## src/rtl/fetch_sequencer_if.sv

```systemverilog
// Fetch-stage bus bundle: redirect inputs, instruction-memory port and
// the F/D output slot, seen from the sequencer (master) and its environment.
interface fetch_sequencer_if;
    logic        stall;
    logic        int_req;
    logic        eret_valid;
    logic [31:0] epc;
    logic        br_valid;
    logic [31:0] br_target;
    logic        imem_req;
    logic [31:0] imem_addr;
    logic        imem_ack;
    logic [31:0] imem_rdata;
    logic        f_valid;
    logic [31:0] f_instr;
    logic [31:0] f_pc;
    logic [4:0]  f_excode;

    modport master (
        input  stall, int_req, eret_valid, epc, br_valid, br_target,
        input  imem_ack, imem_rdata,
        output imem_req, imem_addr,
        output f_valid, f_instr, f_pc, f_excode
    );

    modport slave (
        output stall, int_req, eret_valid, epc, br_valid, br_target,
        output imem_ack, imem_rdata,
        input  imem_req, imem_addr,
        input  f_valid, f_instr, f_pc, f_excode
    );
endinterface

```

## src/rtl/fetch_sequencer.sv

```systemverilog
// Fetch-stage controller: owns the PC, issues one fetch at a time, applies
// prioritised redirects and buffers one instruction for decode.
module fetch_sequencer #(
    parameter logic [31:0] RESET_PC   = 32'h0000_3000,
    parameter logic [31:0] HANDLER_PC = 32'h0000_4180,
    parameter logic [31:0] TEXT_LO    = 32'h0000_3000,
    parameter logic [31:0] TEXT_HI    = 32'h0000_6ffc,
    parameter logic [4:0]  EXC_ADEL   = 5'h4
) (
    input logic               clk,
    input logic               reset,
    fetch_sequencer_if.master bus
);
    typedef enum logic [1:0] {RST_WAIT, ISSUE, BUSY} state_t;

    state_t      state_q, state_d;
    logic [31:0] pc_q, pc_d;
    logic        f_valid_q, f_valid_d;
    logic [31:0] f_instr_q, f_instr_d;
    logic [31:0] f_pc_q, f_pc_d;
    logic [4:0]  f_excode_q, f_excode_d;
    logic        pend_valid_q, pend_valid_d;
    logic [31:0] pend_target_q, pend_target_d;

    logic        redir;
    logic [31:0] target;
    logic        legal;
    logic        slot_free;

    always_comb begin
        redir = bus.int_req | bus.eret_valid | bus.br_valid;
        if (bus.int_req)
            target = HANDLER_PC;
        else if (bus.eret_valid)
            target = bus.epc;
        else
            target = bus.br_target;
        legal = (pc_q[1:0] == 2'b00) && (pc_q >= TEXT_LO) && (pc_q <= TEXT_HI);
        slot_free = !f_valid_q || !bus.stall;
    end

    always_comb begin
        state_d       = state_q;
        pc_d          = pc_q;
        f_valid_d     = f_valid_q && bus.stall;
        f_instr_d     = f_instr_q;
        f_pc_d        = f_pc_q;
        f_excode_d    = f_excode_q;
        pend_valid_d  = pend_valid_q;
        pend_target_d = pend_target_q;

        unique case (state_q)
            RST_WAIT: state_d = ISSUE;
            ISSUE: begin
                if (redir) begin
                    pc_d = target;
                end else if (slot_free && legal) begin
                    state_d = BUSY;
                end else if (slot_free) begin
                    f_valid_d  = 1'b1;
                    f_instr_d  = 32'h0;
                    f_pc_d     = pc_q;
                    f_excode_d = EXC_ADEL;
                    pc_d       = pc_q + 32'd4;
                end
            end
            BUSY: begin
                if (bus.imem_ack) begin
                    state_d      = ISSUE;
                    pend_valid_d = 1'b0;
                    if (redir || pend_valid_q) begin
                        pc_d = redir ? target : pend_target_q;
                    end else begin
                        f_valid_d  = 1'b1;
                        f_instr_d  = bus.imem_rdata;
                        f_pc_d     = pc_q;
                        f_excode_d = 5'h0;
                        pc_d       = pc_q + 32'd4;
                    end
                end else if (redir) begin
                    pend_valid_d  = 1'b1;
                    pend_target_d = target;
                end
            end
            default: state_d = RST_WAIT;
        endcase

        // Branches keep the slot: it holds the delay-slot instruction.
        if (bus.int_req || bus.eret_valid)
            f_valid_d = 1'b0;
    end

    always_ff @(posedge clk or posedge reset) begin
        if (reset) begin
            state_q       <= RST_WAIT;
            pc_q          <= RESET_PC;
            f_valid_q     <= 1'b0;
            f_instr_q     <= 32'h0;
            f_pc_q        <= 32'h0;
            f_excode_q    <= 5'h0;
            pend_valid_q  <= 1'b0;
            pend_target_q <= 32'h0;
        end else begin
            state_q       <= state_d;
            pc_q          <= pc_d;
            f_valid_q     <= f_valid_d;
            f_instr_q     <= f_instr_d;
            f_pc_q        <= f_pc_d;
            f_excode_q    <= f_excode_d;
            pend_valid_q  <= pend_valid_d;
            pend_target_q <= pend_target_d;
        end
    end

    assign bus.imem_req  = (state_q == BUSY);
    assign bus.imem_addr = pc_q;
    assign bus.f_valid   = f_valid_q;
    assign bus.f_instr   = f_instr_q;
    assign bus.f_pc      = f_pc_q;
    assign bus.f_excode  = f_excode_q;
endmodule

```

## src/flat_wrapper.sv

```systemverilog
// flat-port wrapper written by rule: the top's interface ports become plain ports
module fetch_sequencer_flat 
#(
    parameter logic [31:0] RESET_PC   = 32'h0000_3000,
    parameter logic [31:0] HANDLER_PC = 32'h0000_4180,
    parameter logic [31:0] TEXT_LO    = 32'h0000_3000,
    parameter logic [31:0] TEXT_HI    = 32'h0000_6ffc,
    parameter logic [4:0]  EXC_ADEL   = 5'h4
)
  (clk, reset, bus_stall, bus_int_req, bus_eret_valid, bus_epc, bus_br_valid, bus_br_target, bus_imem_ack, bus_imem_rdata, bus_imem_req, bus_imem_addr, bus_f_valid, bus_f_instr, bus_f_pc, bus_f_excode);
  fetch_sequencer_if bus_i ();
  input logic clk;
  input logic reset;
  input wire logic [$bits(bus_i.stall)-1:0] bus_stall;
  input wire logic [$bits(bus_i.int_req)-1:0] bus_int_req;
  input wire logic [$bits(bus_i.eret_valid)-1:0] bus_eret_valid;
  input wire logic [$bits(bus_i.epc)-1:0] bus_epc;
  input wire logic [$bits(bus_i.br_valid)-1:0] bus_br_valid;
  input wire logic [$bits(bus_i.br_target)-1:0] bus_br_target;
  input wire logic [$bits(bus_i.imem_ack)-1:0] bus_imem_ack;
  input wire logic [$bits(bus_i.imem_rdata)-1:0] bus_imem_rdata;
  output wire logic [$bits(bus_i.imem_req)-1:0] bus_imem_req;
  output wire logic [$bits(bus_i.imem_addr)-1:0] bus_imem_addr;
  output wire logic [$bits(bus_i.f_valid)-1:0] bus_f_valid;
  output wire logic [$bits(bus_i.f_instr)-1:0] bus_f_instr;
  output wire logic [$bits(bus_i.f_pc)-1:0] bus_f_pc;
  output wire logic [$bits(bus_i.f_excode)-1:0] bus_f_excode;
  assign bus_i.stall = bus_stall;
  assign bus_i.int_req = bus_int_req;
  assign bus_i.eret_valid = bus_eret_valid;
  assign bus_i.epc = bus_epc;
  assign bus_i.br_valid = bus_br_valid;
  assign bus_i.br_target = bus_br_target;
  assign bus_i.imem_ack = bus_imem_ack;
  assign bus_i.imem_rdata = bus_imem_rdata;
  assign bus_imem_req = bus_i.imem_req;
  assign bus_imem_addr = bus_i.imem_addr;
  assign bus_f_valid = bus_i.f_valid;
  assign bus_f_instr = bus_i.f_instr;
  assign bus_f_pc = bus_i.f_pc;
  assign bus_f_excode = bus_i.f_excode;
  fetch_sequencer #(.RESET_PC(RESET_PC), .HANDLER_PC(HANDLER_PC), .TEXT_LO(TEXT_LO), .TEXT_HI(TEXT_HI), .EXC_ADEL(EXC_ADEL)) u_core (.clk(clk), .reset(reset), .bus(bus_i));
endmodule
```

## config.mk

```make
export PLATFORM = sky130hd
export DESIGN_NAME = fetch_sequencer_flat
export DESIGN_NICKNAME = d
export VERILOG_FILES = /design/src/rtl/fetch_sequencer_if.sv /design/src/rtl/fetch_sequencer.sv /design/src/flat_wrapper.sv
export SDC_FILE = /design/constraint.sdc
export NUM_CORES = 1
export LEC_CHECK = 0
export ABC_CLOCK_PERIOD_IN_PS = 13600
export BUFFER_PORTS_ARGS = -buffer_cell sky130_fd_sc_hd__clkbuf_2
export CELL_PAD_IN_SITES_DETAIL_PLACEMENT = 1
export CELL_PAD_IN_SITES_GLOBAL_PLACEMENT = 1
export CORE_MARGIN = 2
export CORE_UTILIZATION = 42
export DETAILED_ROUTE_END_ITERATION = 8
export PLACE_DENSITY = 0.94
export SLEW_MARGIN = 20
export SYNTH_ARGS = -nofsm -noshare
export SYNTH_HDL_FRONTEND = slang
export SYNTH_SLANG_ARGS = --single-unit
```

## constraint.sdc

```tcl
create_clock -name clk -period 13.6 [get_ports clk]
set_input_delay 2.72 -clock clk [delete_from_list [all_inputs] [get_ports clk]]
set_output_delay 2.72 -clock clk [all_outputs]
set_load 0.01 [all_outputs]
```

Yosys cells after proc, flatten, opt, wreduce, memory -nomap -nowiden
Cells that the tools add are included.

Bits in registers: 137. Input port bits: 103.

Add/subtract/negate cells: 1. $lt $le $gt $ge: 2. Equal/unequal tests: 10. Mux-type cells: 40. Bitwise operators: 3. Reductions and logical operators: 18.

Operator list (number): $mux 32 (18); $pmux 32 s2 (3); $add 32x3->32 const B (1); $ge 32x14->1 const B (1); $le 32x15->1 const B (1); $mux 5 (5); $pmux 5 s2 (1); $mux 1 (8); $ne 2x2->1 const B (4); $mux 2 (3); $pmux 2 s3 (1); $reduce_and 6->1 (1); $logic_and 1x1->1 (4); $logic_not 2->1 (2); $ne 2x1->1 const B (2); $reduce_and 2->1 (2); $reduce_and 4->1 (1); $reduce_bool 2->1 (2); $logic_or 1x1->1 (3); $ne 3x1->1 const B (1); $ne 3x2->1 const B (1); $reduce_and 3->1 (1); $eq 2x1->1 const B (1); $eq 2x2->1 const B (1); 4 further kinds (6).

Longest topological paths before layout
Depth after elaboration: 8. Gate-level depth with buffers: 11. Mapped depth without buffers: 8.

Worst setup path before layout
Ideal clock, no wire load.

Kind: in2reg. Start: input port bus_eret_valid. End: register u_core.f_pc_q[10] (netlist: u_core.bus.f_pc[10]). Library setup time: 0.125 ns. Arrival: 4.292 ns. Data required time: 13.475 ns. Path slack: 9.183 ns. Stages: 9. Cell sequence: or3_4 > buf_6 > nor3_2 > o21ai_1 > mux2i_1 > nand2_1 > buf_6 > buf_6 > mux2_4.

Longest elaborated chain between the ends: 5. Elaborated cells on any way between the ends: 6. Those cells by class: eq/ne (2); bitwise (2); reduce/logical (2).

RTL lines: start, declared (line flat_wrapper.sv:16) `input wire logic [$bits(bus_i.eret_valid)-1:0] bus_eret_valid;`; $or 1x1->1 * (2 in series) (line fetch_sequencer.sv:31) `redir = bus.int_req | bus.eret_valid | bus.br_valid;`; $logic_or 1x1->1 (line fetch_sequencer.sv:71) `if (redir || pend_valid_q) begin`; $ne 2x2->1 (no source line); $reduce_and 6->1 (no source line) *; end signal, assigned (line fetch_sequencer.sv:108) `f_pc_q <= f_pc_d;`; end, declared (line fetch_sequencer.sv:20) `logic [31:0] f_pc_q, f_pc_d;`.

Every way passes the cells marked *; elsewhere a longest branch is shown, timed or not. A chain may end at the register's enable or synchronous reset.

Worst setup path in the final report
Start: input port bus_eret_valid. End: register u_core.f_pc_q[11] (netlist: u_core.bus.f_pc[11]).

Same word-level chain as after synthesis.

==> out/results.txt <==
WHS - 503 ps
Met3 usage - 7.06%
Met1 Use GR - 32.8%
Crit path capture type - flop
First-pass GRT wire length - 32.8 mm
Initial detailed-routing violation count - 426
Diode count - 0
Async SR Flop Fraction - 100%
DRC Markers - 0
Antenna violations before repair - 0
CTS HTree Levels - 4
Grt peak-use layer - met2
Clock Latency Late Sink - 420 ps
I/O pin total - 206
Die ar. - 16,800 sq um
Gr ovfl total - 0
Tot Pwr - 1.45 mW
Final period util - 37.0%
HP Class - flop to flop
Hold_buf cts - 0
Final setup vio count - 0
Lkg Pwr - 4.18 nW
Gpl congestion - 0.872
Cts repair resizes - 0
Total clock sinks - 133
Max-cap viol count - 0
Pre-CTS WS - 8160 ps
GR Util All Layers - 25.4%
Max Fanout on Critical Path - 65
Die W - 130 um
Initial core utilization - 43.2%
Largest net degree at the start of global routing - 91
Post-DP HPWL - 15.1 mm
Drt total wl - 21.2 mm
CP startpoint kind - primary input
DR pass1 iterations - 6
Area Growth Syn to Fin - 26.1%
Total negative slack - 0 ps
Tightest Pin Transition - 1040 ps
CTS tree - yes
Layout Nets - 916
CTS buffer count - 17
Post-Syn Area - 6620 sq um
Post-DRT Antenna Nets - 0
Global Route met2 Usage - 41.7%
Core area - 15,300 sq um
Final Non-Filler Cells - 1,031
CP Data Arrival Time - 5330 ps
Mean area per synthesized cell - 10.6 sq um
Vias - 5,956
Row count - 45
Clock root cell - clkbuf_16
Fin. max-slew vios - 0
Post-synth EDFFs - 0
Wire length per cell - 20.6 um
Prevailing post-synth register cell - dfrtp_1
Setup bufs post-CTS - 0
Synthesized flop and latch total - 133
Fill cells - 1,736
Slew headroom - 30.6%
Synth Instances - 624
# port buffers - 201
Fmax - 199 MHz
Vias in the first global route - 6,018
CTS max path bufs - 2
YS warnings - 0
Clk_skew - 7.56 ps
Worst Path Required - 13,900 ps
Fraction of layout cells with a size suffix above 1 - 34.9%
Die Ht - 130 um
Synth unique cells - 59
PwrDens - 174 nW/um^2
Worst-path clk slew - 60 ps
Vias per cell - 5.78
Final min period - 5030 ps
Critical setup path kind - primary input to flop
DP Cell Count - 1,000
Outcome - complete, no violations
Sequential share of the synthesized area - 50.3%
VDD IR-drop max - 0.0965 mV
Final worst slack - 8570 ps
RSZ-0062 raised after global routing - no
Final Hold Violating Endpoints - 0
## power by group
| part | switching, mW | internal, mW | leakage, nW | total, mW |
|---|---|---|---|---|
| logic | 0.214 | 0.173 | 2.13 | 0.387 |
| registers | 0.119 | 0.483 | 1.78 | 0.602 |
| clock network | 0.177 | 0.283 | 0.272 | 0.460 |
## registers in the layout, summed over array words and instances, names as in the netlist
name,cells
u_core.bus.imem_addr,32
u_core.pend_valid_q,1
u_core.bus.f_pc,32
u_core.bus.f_instr,32
u_core.bus.f_valid,1
u_core.pend_target_q,32
u_core.state_q,2
u_core.bus.f_excode,1
## metal layers
layer  up-vias  routed length [um]
met5         -                   0
met4         0                 287
met3        24                2040
met2       277                9850
met1      2951                9010
li1       2704                   -
## cells by family after synthesis
group           after synthesis  share of synthesized area, %
other cells                   1                        0.0567
flops                       133                          50.3
fa+ha+maj                     5                         0.945
buf+inv                      58                          4.18
xor+xnor                      1                         0.132
compound gates              224                          23.1
mux                          56                          10.0
simple gates                146                          11.2
## placed cells by master (no fill, tap or decap), types with 3 or more instances in the layout
cell	count
o32a_1	5
inv_1	10
and2_1	4
clkbuf_16	17
a31oi_1	9
clkinvlp_4	6
a22o_1	66
nor4_1	4
and4_1	6
a21oi_1	48
clkbuf_2	201
nand4_1	3
o21ai_0	51
a211oi_1	4
ha_1	5
nor3_1	10
dfrtp_1	131
buf_4	8
conb_1	4
o21ai_1	4
a221oi_1	7
nand2_1	28
nor2_1	52
nand3_1	13
and3_1	7
a21o_1	4
a41oi_1	3
clkbuf_8	3
mux2_2	15
mux2i_1	24
o31a_1	4
mux2_4	17
## path summary, 6_finish.rpt
check | to | start | depth (start not counted) | slack, ps
min in group asynchronous | u_core.bus.f_instr[12]$_DFFE_PP0P_ | reset | 2 | 2450
worst max register to register | u_core.bus.f_pc[11]$_DFFE_PP0P_ | u_core.state_q[0]$_DFFE_PP0P_ | 7 | 10550
worst min-delay path | u_core.bus.f_instr[6]$_DFFE_PP0P_ | u_core.bus.f_instr[6]$_DFFE_PP0P_ | 1 | 500
max in group asynchronous | u_core.pend_target_q[2]$_DFFE_PP0P_ | reset | 3 | 10070
worst min register to register | u_core.bus.f_instr[6]$_DFFE_PP0P_ | u_core.bus.f_instr[6]$_DFFE_PP0P_ | 1 | 500
worst max-delay path | u_core.bus.f_pc[11]$_DFFE_PP0P_ | bus_eret_valid | 7 | 8570
## cell type report
class                   count  area (sq um)  area share, %
multi-input cells         436          3040           36.5
repair buffers            209          1070           12.8
well taps                 211           264           3.16
clock inverters            11           128           1.53
inverters                  11          46.3          0.555
clock buffers              20           467           5.59
flip-flops and latches    133          3330           39.9
## synthesized netlist by cell type, drive strengths merged, types with 2 or more instances
library cell | instances | area share (%)
dfrtp | 131 | 50
a22o | 66 | 8.7
o21ai | 56 | 4.2
nor2 | 53 | 3.0
a21oi | 50 | 3.8
mux2 | 32 | 6.4
nand2 | 29 | 1.6
clkbuf | 25 | 1.4
mux2i | 24 | 3.6
buf | 22 | 2.1
nand3 | 13 | 0.98
nor3 | 12 | 1.2
inv | 11 | 0.62
a31oi | 9 | 0.85
a221oi | 7 | 0.93
and3 | 7 | 0.66
and4 | 6 | 0.79
ha | 5 | 0.95
nor4 | 5 | 0.70
o32a | 5 | 0.76
a211oi | 4 | 0.45
a21o | 4 | 0.45
and2 | 4 | 0.38
nand4 | 4 | 0.47
o31a | 4 | 0.53
a41oi | 3 | 0.40
nor2b | 3 | 0.28
or3 | 3 | 0.36
a22oi | 2 | 0.23
dfstp | 2 | 0.79
nand2b | 2 | 0.19
nor3b | 2 | 0.23
o211ai | 2 | 0.23
o221ai | 2 | 0.26
o22ai | 2 | 0.19
## through the flow
stage	area, sq um	util, %
floorplan	6630	-
global placement	7750	50.6
detailed placement	7750	50.6
CTS	8340	54.5
global route	8340	54.5
finish	8340	54.5
## critical path, cell delays in order
cell and delay (ps):
clkbuf_2 80, buf_4 290, or3_4 540, or3_1 380
mux2i_1 250, nand2_4 530, mux2_4 500
Note: power is estimated with default switching activity, not from simulation.
